$ cat config.mk
export PLATFORM = sky130hd
export DESIGN_NAME = fpu_sequencer
export DESIGN_NICKNAME = d
export VERILOG_FILES = /design/src/rtl/fpu_sequencer.sv
export SDC_FILE = /design/constraint.sdc
export NUM_CORES = 1
export LEC_CHECK = 0
export ABC_CLOCK_PERIOD_IN_PS = 1430
export CAP_MARGIN = 15
export CORE_MARGIN = 4
export CORE_UTILIZATION = 56
export DETAILED_ROUTE_END_ITERATION = 8
export DONT_BUFFER_PORTS = 1
export PLACE_DENSITY = 0.74
export REMOVE_ABC_BUFFERS = 1
export SLEW_MARGIN = 20
export SYNTH_ARGS = -nofsm -noshare
export SYNTH_HDL_FRONTEND = slang
export SYNTH_SLANG_ARGS = --single-unit
$ cat constraint.sdc
create_clock -name clk -period 1.43 [get_ports clk]
set_input_delay 0.286 -clock clk [delete_from_list [all_inputs] [get_ports clk]]
set_output_delay 0.286 -clock clk [all_outputs]
set_load 0.03 [all_outputs]
$ cat src/rtl/fpu_sequencer.sv
// fpu_sequencer: issue controller for the shared iterative FPU.
// Takes one legal FPU operation from decode, launches the FPU, waits for
// completion and returns the result through a write-back handshake to the
// float or integer register file. Only one operation is in flight at a time.
//
// Optional feature macro: FPU_SEQ_TIMEOUT_EN
//   defined   : WAIT is bounded by FPU_TIMEOUT cycles; an expired wait drops
//               the operation and sets the sticky TimeoutErr flag.
//   undefined : WAIT exits only on FpuDone; TimeoutErr is tied to 0.
//
// Ports:
//   clk, rst                 clock, synchronous active-high reset
//   IssueValid, ALUControl   decoded FPU instruction and op code (0..9 legal)
//   FToI, Rd, SrcA, SrcB     target file select, destination, operands
//   Stall, Busy              front-end freeze, controller not idle
//   IllegalOp                one-cycle pulse for op codes 10..15
//   FpuStart, FpuOp,
//   FpuA, FpuB               FPU launch pulse and latched op/operands
//   FpuDone, FpuResult       FPU completion strobe and result
//   WbValid, WbReady         write-back handshake
//   WbFloat, WbInt, WbRd,
//   WbData                   write enables, address and data
//   TimeoutErr               sticky abort flag, cleared only by rst
module fpu_sequencer #(
  parameter int unsigned REG_NUM     = 32,
  parameter int unsigned FPU_TIMEOUT = 64,
  localparam int unsigned REG_SD_BIT_WIDTH = $clog2(REG_NUM)
) (
  input  logic                        clk,
  input  logic                        rst,
  input  logic                        IssueValid,
  input  logic [3:0]                  ALUControl,
  input  logic                        FToI,
  input  logic [REG_SD_BIT_WIDTH-1:0] Rd,
  input  logic [31:0]                 SrcA,
  input  logic [31:0]                 SrcB,
  output logic                        Stall,
  output logic                        Busy,
  output logic                        IllegalOp,
  output logic                        FpuStart,
  output logic [3:0]                  FpuOp,
  output logic [31:0]                 FpuA,
  output logic [31:0]                 FpuB,
  input  logic                        FpuDone,
  input  logic [31:0]                 FpuResult,
  output logic                        WbValid,
  input  logic                        WbReady,
  output logic                        WbFloat,
  output logic                        WbInt,
  output logic [REG_SD_BIT_WIDTH-1:0] WbRd,
  output logic [31:0]                 WbData,
  output logic                        TimeoutErr
);

  typedef enum logic [1:0] {
    IDLE      = 2'd0,
    ISSUE     = 2'd1,
    WAIT      = 2'd2,
    WRITEBACK = 2'd3
  } state_t;

  state_t                      state;
  logic                        legal_op;
  logic                        ftoi_q;
  logic [REG_SD_BIT_WIDTH-1:0] rd_q;

`ifdef FPU_SEQ_TIMEOUT_EN
  localparam int unsigned CNT_W = (FPU_TIMEOUT > 2) ? $clog2(FPU_TIMEOUT) : 1;
  logic [CNT_W-1:0] wait_cnt;
  logic             timeout_err;
  assign TimeoutErr = timeout_err;
`else
  assign TimeoutErr = 1'b0;
`endif

  assign legal_op = (ALUControl <= 4'd9);

  // Decode must freeze in the very cycle a legal op is accepted.
  assign Stall = (state == IDLE) ? (IssueValid && legal_op) : 1'b1;
  assign Busy  = (state != IDLE);

  always_ff @(posedge clk) begin
    if (rst) begin
      state     <= IDLE;
      ftoi_q    <= 1'b0;
      rd_q      <= '0;
      IllegalOp <= 1'b0;
      FpuStart  <= 1'b0;
      FpuOp     <= '0;
      FpuA      <= '0;
      FpuB      <= '0;
      WbValid   <= 1'b0;
      WbFloat   <= 1'b0;
      WbInt     <= 1'b0;
      WbRd      <= '0;
      WbData    <= '0;
`ifdef FPU_SEQ_TIMEOUT_EN
      wait_cnt    <= '0;
      timeout_err <= 1'b0;
`endif
    end else begin
      IllegalOp <= 1'b0;
      FpuStart  <= 1'b0;
      unique case (state)
        IDLE: begin
          if (IssueValid) begin
            if (legal_op) begin
              FpuOp    <= ALUControl;
              FpuA     <= SrcA;
              FpuB     <= SrcB;
              rd_q     <= Rd;
              ftoi_q   <= FToI;
              FpuStart <= 1'b1;
              state    <= ISSUE;
            end else begin
              IllegalOp <= 1'b1;
            end
          end
        end
        ISSUE: begin
`ifdef FPU_SEQ_TIMEOUT_EN
          wait_cnt <= '0;
`endif
          state <= WAIT;
        end
        WAIT: begin
          if (FpuDone) begin
            WbData  <= FpuResult;
            WbRd    <= rd_q;
            WbValid <= 1'b1;
            WbFloat <= ~ftoi_q;
            // x0 is hard-wired zero: suppress the write, keep the handshake.
            WbInt   <= ftoi_q && (rd_q != '0);
            state   <= WRITEBACK;
          end
`ifdef FPU_SEQ_TIMEOUT_EN
          // Abort on the edge where the count would reach FPU_TIMEOUT-1.
          else if (wait_cnt == CNT_W'(FPU_TIMEOUT - 2)) begin
            timeout_err <= 1'b1;
            state       <= IDLE;
          end else begin
            wait_cnt <= wait_cnt + 1'b1;
          end
`endif
        end
        WRITEBACK: begin
          if (WbReady) begin
            WbValid <= 1'b0;
            WbFloat <= 1'b0;
            WbInt   <= 1'b0;
            state   <= IDLE;
          end
        end
        default: state <= IDLE;
      endcase
    end
  end

endmodule

==> results of run 1 <==
==> critical path, stage by stage (launching register included) <==
cell and delay [ns]:
dfxtp_2 0.32, inv_2 0.08, ha_4 0.15, buf_6 0.10
clkinvlp_4 0.15
==> cell type report <==
class                   instances  share of cell area (%)
inverters                       4                  0.3135
repair buffers                 46                   11.16
flip-flops and latches        118                   39.51
clock buffers                  21                   7.504
multi-input cells             376                   36.48
clock inverters                11                   2.906
well taps                     102                   2.132
==> repair_timing <==
action | CTS | global route
gates resized for setup | 15 | 71
hold endpoints to repair | 118 | 117
endpoints found under the setup margin | 16 | 80
gates cloned | 0 | 18
pin swaps | 3 | 14
setup buffers | 8 | 4
==> registers in the layout (all words and copies together), names as in the netlist <==
register,count
state,2
WbValid,1
IllegalOp,1
FpuA,32
WbData,32
FpuB,32
WbFloat,1
FpuOp,4
ftoi_q,1
FpuStart,1
rd_q,5
WbInt,1
WbRd,5
==> through the flow <==
step	instance area (µm²)	total power [mW]
2_1_floorplan	4248	5.931
3_3_place_gp	4632	6.663
3_5_place_dp	4632	6.753
4_1_cts	5391	11.42
5_1_grt	5986	13.01
6_report	5986	12.52
==> routing by layer <==
| metal | vias to the layer above | global-route usage (%) |
|---|---|---|
| met5 | - | 0 |
| met4 | 0 | 8.200 |
| met3 | 19 | 13.07 |
| met2 | 236 | 42.33 |
| met1 | 1966 | 26.33 |
| li1 | 1936 | - |
==> worst max path at each step <==
stage | startpoint | end
4_1_cts | state[1] | Busy
5_1_grt | state[0] | Busy
2_1_floorplan | ALUControl[2] | FpuA[0]
3_5_place_dp | state[0] | WbData[4]
3_3_place_gp | state[0] | FpuA[15]
6_report | state[0] | Busy
==> cell usage after synthesis <==
cell type / number
nand2b_1: 3
a311oi_4: 1
or2b_1: 1
or4_1: 1
or3b_4: 1
and2_1: 2
o21ai_1: 9
ha_1: 4
a21oi_1: 114
nand2_1: 78
mux2i_1: 2
o21a_1: 1
o21ai_0: 69
nor3_1: 2
o21bai_1: 1
nor2_1: 1
clkbuf_1: 31
nor3b_1: 1
nor2b_1: 5
clkbuf_2: 2
o31ai_1: 1
dfxtp_1: 118
inv_1: 4
o2111ai_1: 1
nand3_1: 75
conb_1: 1
buf_2: 18
buf_4: 2
==> cells by family (layout without fill, tap and decap cells) <==
logic type,Yosys count,count (layout),synth area share [%]
other,1,1,0.08372
muxes,2,2,0.4469
DFF,118,118,52.74
AOI/OAI and AO/OA,197,197,22.74
buffers and inverters,57,82,5.503
and+or+nand+nor,170,172,17.37
adders and majority gates,4,4,1.117
==> report_power, final <==
| group | total (mW) | switching, mW | leakage, nW | internal (mW) |
|---|---|---|---|---|
| logic | 3.40 | 1.77 | 0.788 | 1.64 |
| clock network | 4.40 | 1.47 | 0.294 | 2.93 |
| registers | 4.72 | 1.00 | 0.961 | 3.72 |
| total | 12.5 | 4.24 | 2.04 | 8.28 |
==> results_dict.tcl, run 1 <==
set metrics [dict create \
    area_delta_synth_final_pct 33.63 \
    whs_endpoint "FpuB[0]" \
    grt_pass1_vias 3898 \
    synth_seq_cells 118 \
    netlist_area_um2 4479 \
    dr_total_vias 4157 \
    final_layout_size_suffix_gt1_share_pct 25.69 \
    avgSynthCellArea_um2 8.159 \
    cts.sinks 118 \
    port_buffers 0 \
    drt_iter0_drc 261 \
    arrival_ns 1.30 \
    grt_max_degree 121 \
    die_y_um 97.44 \
    grt_overflow 0 \
    slew_viol_final 0 \
    peakVddDrop_mv 1.124 \
    critPathLaunchType "register" \
    boundaryPins 224 \
    nets 678 \
    antennaDiodeCount 0 \
    worstPathRequired_ns 1.14 \
    ys_seq_area_share_pct 52.74 \
    r2r_start "state[0]" \
    regArea_um2 2365 \
    drc_errors 0 \
    cts_max_level 4 \
    hp-start "rst" \
    final_common_cell "dfxtp_1" \
    clock_latency_ns 0.50 \
    maxCapViolations 0 \
    wire_per_inst_um 21.76 \
    r2r_slack_ns -0.14 \
    min_period_ns 1.591 \
    antenna_found_initial 0 \
    via_per_inst 6.131 \
    die-area_um2 9494 \
    die_x_um 97.44 \
    place_hpwl_um 8030 \
    timing.hold.ws_ns -0.1589 \
    cts_hold_buf 2 \
    fin_skew_ns 0.007939 \
    fin_util_pct 77.06 \
    p_leak_nw 2.043 \
    yosysTopAreaCellShare_pct 52.74 \
    drtPass1Iterations 5 \
    mostFrequentLayoutCells "116 x dfxtp_1, 75 x nand2_1, 70 x a21oi_1, 65 x nand3_1, 61 x o21ai_0" \
    synth_cell_types 28 \
    wl_met2_um 7694 \
    placementRows 32 \
    cts.clk_slew.worst_paths_ns 0.06 \
    rsz0062_at_grt "yes" \
    yosysTopAreaCell "dfxtp_1" \
    syn_inst 549 \
    hold_path_depth 1 \
    met1_length_um 5101 \
    dp_slack_ns -0.03398 \
    final_cells 678 \
    reg2reg_to "state[0]" \
    met3_wirelength_um 1716 \
    violations "negative hold slack, negative setup slack" \
    ant_nets 0 \
    clockBufferDepth 2 \
    hold_violations 115 \
    wirelength_um 14750 \
    ys_warn_count 0 \
    core_area_um2 7767 \
    cts_made_buffers 17 \
    cp_max_fo 3 \
    fill_cells 534 \
    status "finished, violations left" \
    highest_layer "met4" \
    setup_tns_ns -0.9131 \
    multiInputGateArea_um2 2183 \
    grt_usage_pct 24.83 \
    crit_path_end_kind "output port" \
    initial_utilization_pct 57.67 \
    tritoncts "built" \
    setup_violations 26 \
    worst-setup-path-type "register to output port" \
    placed_cells 615 \
    layout_setup_ws_ns -0.1606 \
    fmax_mhz 628.7 \
    hold_class "input port to register" \
    grt_pass1_wl_um 19320 \
    gp_congestion 0.8064 \
    timing.final.crit_share_pct 111.2 \
    reg2reg_depth 7 \
    yosys-top-cells-area "dfxtp_1 53%, a21oi_1 13%, nand3_1 8.4%" \
    powerDensity_nw_per_um2 2092 \
    root_buffer "clkbuf_8" \
]
No activity file was read; power rests on OpenSTA's default activity.
==> run 2, diff against run 1 <==
--- a/config.mk
+++ b/config.mk
@@ -8,12 +8,12 @@
 export ABC_CLOCK_PERIOD_IN_PS = 1430
 export CAP_MARGIN = 15
 export CORE_MARGIN = 4
-export CORE_UTILIZATION = 56
+export CORE_UTILIZATION = 25
 export DETAILED_ROUTE_END_ITERATION = 8
 export DONT_BUFFER_PORTS = 1
-export PLACE_DENSITY = 0.74
+export HOLD_SLACK_MARGIN = 0.03
+export PLACE_DENSITY = 0.4
 export REMOVE_ABC_BUFFERS = 1
-export SLEW_MARGIN = 20
 export SYNTH_ARGS = -nofsm -noshare
 export SYNTH_HDL_FRONTEND = slang
 export SYNTH_SLANG_ARGS = --single-unit
==> run 2 against run 1 <==
The flow still finishes with violations (negative hold slack, negative setup slack). Clock skew decreased by 0.0024 ns. Total power shrank 5.4%. Final cell count rose by 17%. First-iteration DRC count shrank 25%. Clock-buffer cell count is 1 higher. Global-route usage fell by 11 points. Clock power down 9.5%. Critical path depth grew 1. Sequential power about the same. Final area shrank 2.3%. Critical path type unchanged. Largest cell class unchanged. Largest power group unchanged.
==> results_dict.tcl, run 2 (synthesis results as in run 1) <==
set metrics [dict create \
    drtPass1Iterations 5 \
    port_buffers 0 \
    fin_skew_ns 0.005584 \
    boundaryPins 224 \
    powerDensity_nw_per_um2 2026 \
    reg2reg_to "FpuA[23]" \
    reg_top3 "FpuA x32, FpuB x32, WbData x32" \
    final_cells 792 \
    peakVddDrop_mv 0.9374 \
    r2r_slack_ns -0.07 \
    grt_overflow 0 \
    wirelength_um 15980 \
    die-area_um2 20120 \
    hp-start "rst" \
    nets 670 \
    root_buffer "clkbuf_16" \
    initial_utilization_pct 25.72 \
    arrival_ns 1.26 \
    timing.final.crit_share_pct 108.1 \
    clockBufferDepth 2 \
    grt_usage_pct 14.00 \
    maxCapViolations 0 \
    final_common_cell "dfxtp_1" \
    power.total_mw 11.85 \
    grt_max_degree 121 \
    timing.hold.ws_ns -0.05469 \
    placementRows 48 \
    area_delta_synth_final_pct 30.61 \
    tritoncts "built" \
    final_layout_size_suffix_gt1_share_pct 18.52 \
    fmax_mhz 646.9 \
    setup_tns_ns -2.923 \
    hold_violations 26 \
    critPathLaunchType "register" \
    cts.sinks 118 \
    crit_path_end_kind "output port" \
    endpoint "Stall" \
    die_x_um 141.9 \
    reg2reg_depth 7 \
    status "finished, violations left" \
    layout_setup_ws_ns -0.1159 \
    gp_congestion 0.7707 \
    drc_errors 0 \
    wire_per_inst_um 20.17 \
    cts_max_level 4 \
    grt_pass1_vias 4062 \
    startpoint "state[0]" \
    clock_latency_ns 0.40 \
    drt_iter0_drc 196 \
    rsz0062_at_grt "yes" \
    dr_total_vias 3985 \
    ant_nets 0 \
    worst-setup-path-type "register to output port" \
    worstPathRequired_ns 1.14 \
    r2r_start "state[0]" \
    violations "negative hold slack, negative setup slack" \
    min_period_ns 1.546 \
    antennaDiodeCount 0 \
    hold_class "input port to register" \
    p_leak_nw 1.974 \
    cts_made_buffers 17 \
    die_y_um 141.9 \
    grt_pass1_wl_um 22240 \
    placed_cells 743 \
    mostFrequentLayoutCells "116 x dfxtp_1, 98 x a21oi_1, 76 x nand2_1, 71 x nand3_1, 68 x o21ai_0" \
    via_per_inst 5.032 \
    setup_violations 57 \
    cp_max_fo 3 \
    antenna_found_initial 0 \
    cts.clk_slew.worst_paths_ns 0.06 \
    core_area_um2 17420 \
    slew_viol_final 0 \
    place_hpwl_um 9384 \
]
run 2: layer usage:
| metal | up-vias | track usage (%) | part of all wire [%] |
|---|---|---|---|
| met5 | - | 0 | 0 |
| met4 | 0 | 5.202 | 1.2 |
| met3 | 11 | 7.887 | 13 |
| met2 | 178 | 22.72 | 47 |
| met1 | 1889 | 15.30 | 40 |
| li1 | 1907 | - | - |
run 2: timing repair:
action | CTS | global route
setup buffers | 5 | 1
gates resized for setup | 13 | 32
cloned | 1 | 11
hold endpoints to repair | 116 | 116
pin swaps | 1 | 6
setup endpoints to repair | 79 | 112
run 2: worst min path at each step:
stage                     to  slack [ns]  cells past startpoint
floorplan            FpuA[0]        0.36                      1
global placement    FpuB[25]        0.37                      1
detailed placement  FpuB[21]        0.37                      1
CTS                 FpuA[12]       -0.07                      1
global route        FpuA[30]       -0.08                      1
finish              FpuA[12]       -0.05                      1
run 2: report_power, final:
| part | internal, mW | switching [mW] |
|---|---|---|
| logic | 1.46 | 1.70 |
| clock network | 2.50 | 1.48 |
| registers | 3.72 | 0.987 |
run 2: final cells by class:
class	count	area [µm²]
Clock buffer	22	474.2
Clock inverter	9	77.57
Fill cell	1820	11570
Inverter	4	21.27
Multi-Input combinational cell	375	2016
Sequential cell	118	2365
Tap cell	225	281.5
Timing Repair Buffer	39	615.6
run 2: per-stage QoR:
stage / utilization, % / instance area (µm²) / worst slack [ns]
2_1_floorplan: - / 4248 / -1.736
3_3_place_gp: 27.69 / 4823 / -0.04387
3_5_place_dp: 27.69 / 4823 / -0.09371
4_1_cts: 31.44 / 5475 / -0.1344
5_1_grt: 33.59 / 5851 / -0.1846
6_report: 33.59 / 5851 / -0.1159
run 2: critical path, cell delays in order, from the launching register on:
cell and delay, ns:
dfxtp_2 0.35, inv_4 0.05, ha_4 0.15, buf_6 0.12
nand3_2 0.06, buf_6 0.13
